$ cat config.mk
export PLATFORM = sky130hd
export DESIGN_NAME = vend_fsm_multi_flat
export DESIGN_NICKNAME = d
export VERILOG_FILES = /design/src/rtl/vend_pkg.sv /design/src/rtl/vend_fsm_multi_if.sv /design/src/rtl/vend_change_gen.sv /design/src/rtl/vend_fsm_multi.sv /design/src/flat_wrapper.sv
export SDC_FILE = /design/constraint.sdc
export NUM_CORES = 1
export LEC_CHECK = 0
export CORE_MARGIN = 1.5
export CORE_UTILIZATION = 57
export CTS_BUF_LIST = sky130_fd_sc_hd__clkbuf_4 sky130_fd_sc_hd__clkbuf_8
export CTS_CLUSTER_SIZE = 25
export DETAILED_ROUTE_END_ITERATION = 8
export GPL_TIMING_DRIVEN = 0
export PLACE_DENSITY = 0.83
export SETUP_SLACK_MARGIN = 0.3
export SYNTH_ARGS = -nofsm -noshare
export SYNTH_HDL_FRONTEND = slang
export SYNTH_HIERARCHICAL = 1
export SYNTH_SLANG_ARGS = --single-unit
$ cat constraint.sdc
create_clock -name clk -period 3.75 [get_ports clk]
set_clock_uncertainty 0.2 [all_clocks]
set_input_delay 1.125 -clock clk [delete_from_list [all_inputs] [get_ports clk]]
set_output_delay 1.125 -clock clk [all_outputs]
set_load 0.05 [all_outputs]
$ cat src/rtl/vend_pkg.sv
// Shared types for the vending controller: coin codes, coin values, FSM states
// and the coin-code to value lookup.
package vend_pkg;

  typedef enum logic [1:0] {
    COIN_10  = 2'b00,
    COIN_20  = 2'b01,
    COIN_50  = 2'b10,
    COIN_BAD = 2'b11
  } coin_e;

  localparam int VAL_10 = 1;
  localparam int VAL_20 = 2;
  localparam int VAL_50 = 5;

  typedef enum logic [1:0] {
    S_IDLE   = 2'b00,
    S_CREDIT = 2'b01,
    S_VEND   = 2'b10,
    S_CHANGE = 2'b11
  } state_e;

  function automatic logic [2:0] coin_value(input coin_e c);
    case (c)
      COIN_10: return 3'(VAL_10);
      COIN_20: return 3'(VAL_20);
      COIN_50: return 3'(VAL_50);
      default: return 3'd0;
    endcase
  endfunction

endpackage

$ cat src/rtl/vend_fsm_multi_if.sv
// Front-end / dispenser signal bundle of the vending controller.
// master = keypad, coin acceptor and change dispenser side; slave = controller.
interface vend_fsm_multi_if #(
  parameter int SEL_W = 2,
  parameter int AMT_W = 8
);
  logic             coin_valid;
  logic [1:0]       coin;
  logic             sel_valid;
  logic [SEL_W-1:0] sel;
  logic             cancel;
  logic             coin_accept;
  logic             coin_reject;
  logic             sel_err;
  logic             vend;
  logic [SEL_W-1:0] vend_id;
  logic [AMT_W-1:0] credit;
  logic             change_valid;
  logic [1:0]       change_coin;
  logic             change_ready;
  logic             busy;

  modport master (
    output coin_valid, coin, sel_valid, sel, cancel, change_ready,
    input  coin_accept, coin_reject, sel_err, vend, vend_id, credit,
           change_valid, change_coin, busy
  );

  modport slave (
    input  coin_valid, coin, sel_valid, sel, cancel, change_ready,
    output coin_accept, coin_reject, sel_err, vend, vend_id, credit,
           change_valid, change_coin, busy
  );
endinterface

$ cat src/rtl/vend_change_gen.sv
// Greedy change picker: the largest coin not exceeding the remaining credit.
// Credit 0 yields value 0; the controller never offers change then.
module vend_change_gen
  import vend_pkg::*;
#(
  parameter int AMT_W = 8
) (
  input  logic [AMT_W-1:0] credit,
  output coin_e            coin,
  output logic [AMT_W-1:0] value
);

  always_comb begin
    coin  = COIN_10;
    value = '0;
    if (credit >= AMT_W'(VAL_50)) begin
      coin  = COIN_50;
      value = AMT_W'(VAL_50);
    end else if (credit >= AMT_W'(VAL_20)) begin
      coin  = COIN_20;
      value = AMT_W'(VAL_20);
    end else if (credit != '0) begin
      coin  = COIN_10;
      value = AMT_W'(VAL_10);
    end
  end

endmodule

$ cat src/rtl/vend_fsm_multi.sv
// Multi-product vending controller: credit accumulation, priced vend,
// cancel/refund and coin-by-coin change over a ready/valid stream.
module vend_fsm_multi
  import vend_pkg::*;
#(
  parameter int                        N_PROD     = 4,
  parameter int                        AMT_W      = 8,
  parameter logic [N_PROD*AMT_W-1:0]   PRICES     = {8'd8, 8'd6, 8'd5, 8'd4},
  parameter int                        MAX_CREDIT = 20,
  parameter int                        SEL_W      = 2
) (
  input logic              clk,
  input logic              reset,
  vend_fsm_multi_if.slave  bus
);

  state_e           state_q, state_d;
  logic [AMT_W-1:0] credit_q, credit_d;
  logic [SEL_W-1:0] vend_id_q, vend_id_d;
  logic             coin_accept_q, coin_accept_d;
  logic             coin_reject_q, coin_reject_d;
  logic             sel_err_q, sel_err_d;

  logic             coin_ok;
  logic [AMT_W-1:0] coin_val;
  logic [AMT_W:0]   credit_sum;
  logic [AMT_W-1:0] price;
  logic             sel_ok;
  coin_e            chg_coin;
  logic [AMT_W-1:0] chg_value;

  assign coin_ok    = (coin_e'(bus.coin) != COIN_BAD);
  assign coin_val   = AMT_W'(coin_value(coin_e'(bus.coin)));
  assign credit_sum = {1'b0, credit_q} + {1'b0, coin_val};

  // Indices at or beyond N_PROD leave sel_ok low and are refused.
  always_comb begin
    price  = '0;
    sel_ok = 1'b0;
    for (int i = 0; i < N_PROD; i++) begin
      if (bus.sel == SEL_W'(i)) begin
        price  = PRICES[i*AMT_W +: AMT_W];
        sel_ok = 1'b1;
      end
    end
  end

  vend_change_gen #(.AMT_W(AMT_W)) u_change_gen (
    .credit (credit_q),
    .coin   (chg_coin),
    .value  (chg_value)
  );

  always_comb begin
    // NOTE: every _d gets a default before the case so no path can infer a latch.
    state_d       = state_q;
    credit_d      = credit_q;
    vend_id_d     = vend_id_q;
    coin_accept_d = 1'b0;
    coin_reject_d = 1'b0;
    sel_err_d     = 1'b0;
    unique case (state_q)
      S_IDLE: begin
        if (bus.coin_valid) begin
          if (coin_ok) begin
            credit_d      = coin_val;
            coin_accept_d = 1'b1;
            state_d       = S_CREDIT;
          end else begin
            coin_reject_d = 1'b1;
          end
        end
        sel_err_d = bus.sel_valid;
      end
      S_CREDIT: begin
        if (bus.cancel) begin
          state_d = S_CHANGE;
        end else if (bus.sel_valid) begin
          if (sel_ok && credit_q >= price) begin
            credit_d  = credit_q - price;
            vend_id_d = bus.sel;
            state_d   = S_VEND;
          end else begin
            sel_err_d = 1'b1;
          end
        end else if (bus.coin_valid) begin
          if (coin_ok && credit_sum <= (AMT_W+1)'(MAX_CREDIT)) begin
            credit_d      = credit_sum[AMT_W-1:0];
            coin_accept_d = 1'b1;
          end else begin
            coin_reject_d = 1'b1;
          end
        end
        // A coin arriving alongside a cancel or selection is handed back.
        if (bus.coin_valid && (bus.cancel || bus.sel_valid)) coin_reject_d = 1'b1;
      end
      S_VEND: begin
        state_d       = (credit_q == '0) ? S_IDLE : S_CHANGE;
        coin_reject_d = bus.coin_valid;
        sel_err_d     = bus.sel_valid;
      end
      S_CHANGE: begin
        if (bus.change_ready) begin
          credit_d = credit_q - chg_value;
          if (credit_q == chg_value) state_d = S_IDLE;
        end
        coin_reject_d = bus.coin_valid;
        sel_err_d     = bus.sel_valid;
      end
      default: state_d = S_IDLE;
    endcase
  end

  always_ff @(posedge clk) begin
    // NOTE: non-blocking assignments so every flop samples pre-edge values.
    if (reset) begin
      state_q       <= S_IDLE;
      credit_q      <= '0;
      vend_id_q     <= '0;
      coin_accept_q <= 1'b0;
      coin_reject_q <= 1'b0;
      sel_err_q     <= 1'b0;
    end else begin
      state_q       <= state_d;
      credit_q      <= credit_d;
      vend_id_q     <= vend_id_d;
      coin_accept_q <= coin_accept_d;
      coin_reject_q <= coin_reject_d;
      sel_err_q     <= sel_err_d;
    end
  end

  assign bus.coin_accept  = coin_accept_q;
  assign bus.coin_reject  = coin_reject_q;
  assign bus.sel_err      = sel_err_q;
  assign bus.vend         = (state_q == S_VEND);
  assign bus.vend_id      = vend_id_q;
  assign bus.credit       = credit_q;
  assign bus.change_valid = (state_q == S_CHANGE);
  assign bus.change_coin  = (state_q == S_CHANGE) ? chg_coin : COIN_10;
  assign bus.busy         = (state_q == S_VEND) || (state_q == S_CHANGE);

endmodule

$ cat src/flat_wrapper.sv
// flat-port wrapper written by rule: the top's interface ports become plain ports
module vend_fsm_multi_flat import vend_pkg::*;
#(
  parameter int                        N_PROD     = 4,
  parameter int                        AMT_W      = 8,
  parameter logic [N_PROD*AMT_W-1:0]   PRICES     = {8'd8, 8'd6, 8'd5, 8'd4},
  parameter int                        MAX_CREDIT = 20,
  parameter int                        SEL_W      = 2
)
  (clk, reset, bus_coin_valid, bus_coin, bus_sel_valid, bus_sel, bus_cancel, bus_change_ready, bus_coin_accept, bus_coin_reject, bus_sel_err, bus_vend, bus_vend_id, bus_credit, bus_change_valid, bus_change_coin, bus_busy);
  vend_fsm_multi_if #(.SEL_W(SEL_W), .AMT_W(AMT_W)) bus_i ();
  input logic clk;
  input logic reset;
  input wire logic [$bits(bus_i.coin_valid)-1:0] bus_coin_valid;
  input wire logic [$bits(bus_i.coin)-1:0] bus_coin;
  input wire logic [$bits(bus_i.sel_valid)-1:0] bus_sel_valid;
  input wire logic [$bits(bus_i.sel)-1:0] bus_sel;
  input wire logic [$bits(bus_i.cancel)-1:0] bus_cancel;
  input wire logic [$bits(bus_i.change_ready)-1:0] bus_change_ready;
  output wire logic [$bits(bus_i.coin_accept)-1:0] bus_coin_accept;
  output wire logic [$bits(bus_i.coin_reject)-1:0] bus_coin_reject;
  output wire logic [$bits(bus_i.sel_err)-1:0] bus_sel_err;
  output wire logic [$bits(bus_i.vend)-1:0] bus_vend;
  output wire logic [$bits(bus_i.vend_id)-1:0] bus_vend_id;
  output wire logic [$bits(bus_i.credit)-1:0] bus_credit;
  output wire logic [$bits(bus_i.change_valid)-1:0] bus_change_valid;
  output wire logic [$bits(bus_i.change_coin)-1:0] bus_change_coin;
  output wire logic [$bits(bus_i.busy)-1:0] bus_busy;
  assign bus_i.coin_valid = bus_coin_valid;
  assign bus_i.coin = bus_coin;
  assign bus_i.sel_valid = bus_sel_valid;
  assign bus_i.sel = bus_sel;
  assign bus_i.cancel = bus_cancel;
  assign bus_i.change_ready = bus_change_ready;
  assign bus_coin_accept = bus_i.coin_accept;
  assign bus_coin_reject = bus_i.coin_reject;
  assign bus_sel_err = bus_i.sel_err;
  assign bus_vend = bus_i.vend;
  assign bus_vend_id = bus_i.vend_id;
  assign bus_credit = bus_i.credit;
  assign bus_change_valid = bus_i.change_valid;
  assign bus_change_coin = bus_i.change_coin;
  assign bus_busy = bus_i.busy;
  vend_fsm_multi #(.N_PROD(N_PROD), .AMT_W(AMT_W), .PRICES(PRICES), .MAX_CREDIT(MAX_CREDIT), .SEL_W(SEL_W)) u_core (.clk(clk), .reset(reset), .bus(bus_i));
endmodule
# Word-level counts from Yosys, hierarchy flattened
# Cells that the tools add are included.
# totals
regBits	15
latch_bits	0
mem_bits_rw	0
mem_bits_ro	0
in_bits	10
out_inout_bits	18
word_cells	102
n_memories	0
# classes
addsub	3
mul	0
div_mod_pow	0
order_cmp	4
eq_ne	20
shift	0
n_mux	52
bitwise_logic	1
n_reduce_logical	16
# op_table
op	n
$mux W8	8
$pmux W8 S3	1
$mux W1	22
$mux W2	11
$mux W3	4
$eq A2 B2 Y1 const B	5
$add A8 B3 Y9	1
$le A9 B5 Y1 const B	1
$ne A3 B2 Y1 const B	3
$pmux W3 S3	1
$eq A8 B3 Y1	1
$ge A8 B2 Y1 const B	1
$ge A8 B3 Y1 const B	1
$ge A8 B4 Y1	1
$logic_not A8 Y1	1
$ne A2 B2 Y1 const B	4
$pmux W2 S4	1
$reduce_and A8 Y1	1
$reduce_bool A8 Y1	1
$sub A8 B3 Y8	1
$sub A8 B4 Y8	1
$eq A2 B1 Y1 const B	3
$logic_not A2 Y1	3
$ne A3 B3 Y1 const B	2
12 further kinds	17

# Logic depth before layout (Yosys ltp)
# depth
ltp_word	11
ltp_mapped	11
depth_no_buf	10

# By module
# The synthesis kept the hierarchy.
# by_module_without_submodules
module	n_inst	cells_per_inst	area_each_um2	seq_area_each_um2
vend_fsm_multi	1	229	1798.0	300.3
vend_change_gen	1	15	116.4	0.0

# Worst setup path after synthesis
# Ideal clock, no wire load.
# synth_path
kind	input-to-reg
start	input bus_coin[0]
end	register u_core.credit_q[3], in the netlist u_core/bus.credit[3]
setup_time_ns	0.139
arrival_ns	3.095
t_required_ns	3.411
path_slack_ns	0.316
stages	9
n_path_buf	0
path_cell_list	inv_1 -> ha_1 -> fa_1 -> a21oi_1 -> nand3_1 -> o31ai_2 -> a311oi_4 -> o311ai_0 -> o41ai_2
# synth_via
elab_chain_len	8
word_cells_on_any_way	16
classes_between	1 x add/sub; 1 x order compare; 5 x eq/ne; 6 x mux; 3 x reduce/logical
# synth_rtl
item	line	source
start, declared	flat_wrapper.sv:15	input wire logic [$bits(bus_i.coin)-1:0] bus_coin;
parallel branches: the longest is 8 deep, another holds $add A8 B3 Y9	n/a	
end signal, assigned	vend_fsm_multi.sv:125	credit_q <= credit_d;
end, declared	vend_fsm_multi.sv:18	logic [AMT_W-1:0] credit_q, credit_d;
# Several ways; the timed one is not identified. The select of a mux whose other input is x is not followed.
# A chain may end at the register's enable or synchronous reset.

# Worst setup path after layout
# layout_path
start	input bus_coin[1]
end	register u_core.credit_q[1], in the netlist u_core/bus.credit[1]
# Same word-level chain as after synthesis.

==> metrics <==
filler cell count=252; GRT Resource Usage Total=32.0%; Final Routed Wirelength=5380 um; root buffer cell=clkbuf_4; cell area after synthesis=0.00191 sq mm; drt pass-1 iters=4; Yosys reg bits=15; Post-Synthesis Cells=244; Initial Utilization=61.2%; DR DRC count=0; Max Buffers Root-to-Sink=2; diode count=0; HPWL Detailed=4110 um; Simple-Gate Fraction of Synth Area=24.4%; initial antenna violation count=0; status=finished, final reports clean; period utilization=90.0%; main flop type after synthesis=dfxtp_1; commonest non-fill, non-tap cell in the layout=clkdlybuf4s50_1; worst endpoint required time=3.77 ns; synthesized area per cell=7.85 sq um; RSZ-0062 raised after global routing=false; CP Class=in2reg; PD cells=641 mW/mm^2; later-pin clock latency in the skew report=0.30 ns; Rel. slew slack=32.2%; largest family of logic cells by synthesized area=compound AO/OA/AOI/OAI gates; critical-path maximum fanout=7; Core Area=0.00313 sq mm; Final Max Slew Viols=0; I/O Buffers=27; worst-path cell chain=dlygate4sd2_1 > nor2b_2 > ha_4 > o211ai_1 > o21ai_1 > o31ai_4 > a311o_2 > buf_4 > a311oi_2; clock transition at the registers of the reported paths=0.10 ns; post-synthesis xor/xnor area fraction=3.66%; vias after detailed routing=2014; complex-gate fraction of the synthesized area=30.6%; Ys Warns=6; Std-Cell Rows=20; Max Freq=296 MHz; sequential area share after synthesis=15.7%; Final GP Congestion=0.906; share of flip-flops with an asynchronous set or reset=0%; kind of end point of the critical path=flip-flop; Tot Pwr=1.53 mW; htree depth=1; fin cells=325; Tmin final=3.37 ns; Synth Area in Adders=12.3%; commonest cells after routing, fill and taps aside=clkdlybuf4s50_1, nor2_1, inv_1, a21oi_1, o21ai_0; Hold Fails Final Rpt=0; area of the multi-input gates=0.00154 sq mm; drt wl/cell=16.5 um; post-synthesis mux area share=2.61%; layout cell share with drive strength beyond 1=22.4%; Worst Hold Class=reg2reg; TritonCTS clock tree=yes; Max VDD drop=303 uV; I/O pins=28; Slowest cell on crit path=a311o_2; max_cap viols=0; Sequential Area=305 sq um; first-pass GRT wire length=8780 um; vias in the first global route=1861; Post-Place Setup Slack=-0.652 ns; CP Launch Type=primary input; die height=61.0 um; Num CTS Buffers=3; Die ar.=0.00371 sq mm; Leakage=1.00 nW; fin nets=309; Critical Path AT=3.39 ns; CTS sink cnt=15; Worst-Margin Slew=1.01 ns; EDFF count, synth=0; grt ovf=0; Netlist cell types=66; Inst Count DP=319; Vias/cell=6.20; Detail Route Antenna Nets=0; Final WS setup=0.375 ns; Layout Area Growth over Synthesis=25.0%; Initial DRC Count=174; setup violators final=0; worst hold slack=0.314 ns; Die Span X=61.0 um; largest net degree at the start of global routing=14; Crit path largest cell delay=0.49 ns
[worst paths after layout]
path                         startpoint                     to  slack [ns]  cells past startpoint
hold reg to reg   u_core/bus.vend_id[1]  u_core/bus.vend_id[1]        0.31                      2
setup reg to reg   u_core/bus.credit[3]   u_core/bus.credit[6]        0.63                     11
hold / removal    u_core/bus.vend_id[1]  u_core/bus.vend_id[1]        0.31                      2
setup / recovery            bus_coin[1]   u_core/bus.credit[1]        0.38                      9
[cell usage after synthesis (4+ instances only)]
cell type  number  area [sq um]
and3_1          5          31.3
nor3_1          9          45.0
ha_1           14           175
mux2i_1         5          50.1
nand3_1         6          30.0
nor2b_1         5          31.3
a31oi_1         5          31.3
buf_6           4          45.0
dfxtp_1        15           300
xor2_1          4          35.0
xnor2_1         4          35.0
nand2_1        11          41.3
nor2_1         21          78.8
a21o_1          6          45.0
o21ai_0        14          70.1
buf_4           8          60.1
inv_1          16          60.1
clkbuf_1        4          15.0
a21oi_1        18          90.1
a211oi_1        4          30.0
[power by group]
group	leakage [nW]	switching (mW)	internal [mW]
Clock	0.0177	0.0571	0.0398
Sequential	0.124	0.0648	0.192
Combinational	0.860	0.682	0.499
[cell type report]
| class | instances | area share [%] |
|---|---|---|
| Clock buffer | 3 | 0.941 |
| Inverter | 18 | 2.82 |
| Tap cell | 44 | 2.30 |
| Timing Repair Buffer | 29 | 10.8 |
| Buffer | 17 | 5.65 |
| Clock inverter | 1 | 0.209 |
| Multi-Input combinational cell | 198 | 64.5 |
| Sequential cell | 15 | 12.8 |
[routing by layer]
| layer | up-vias | share of wire (%) | global-route usage [%] |
|---|---|---|---|
| met4 | 0 | 3.2 | 13.0 |
| met3 | 17 | 5.9 | 2.56 |
| li1 | 973 | - | - |
| met2 | 92 | 46 | 51.0 |
| met1 | 932 | 44 | 44.6 |
| met5 | - | 0 | 0 |
[through the flow]
stage	TNS [ns]	utilization (%)	instance area, sq um
6_report	0	76.5	2390
5_1_grt	0	76.5	2390
4_1_cts	0	76.6	2400
3_5_place_dp	-5.59	72.1	2250
3_3_place_gp	-5.06	72.1	2250
2_1_floorplan	0	-	1930
[registers in the layout (all words and copies together) (netlist names)]
signal and count:
u_core/bus.coin_accept 1, u_core/bus.coin_reject 1, u_core/bus.credit 8, u_core/bus.sel_err 1, u_core/bus.vend_id 2, u_core/state_q 2
[critical path, delay by kind of cell]
family	cells	cell delay [ns]
AOI/OAI and AO/OA	5	1.32
buffers and inverters	2	0.49
and+or+nand+nor	1	0.26
adders and majority gates	1	0.20
[what timing repair did]
action / CTS / global route
gates resized for setup: 42 / 14
setup endpoints to repair: 16 / 11
hold buffers: 0 / 0
setup buffers: 2 / 0
pin swaps: 8 / 5
[kinds of logic after synthesis]
group                      Yosys count
DFF                                 15
other                                1
AOI/OAI and AO/OA                   79
buffers and inverters               35
adders and majority gates           17
muxes                                5
and+or+nand+nor                     84
xor gates and xnor gates             8
Power figures use the tool's default switching activity.
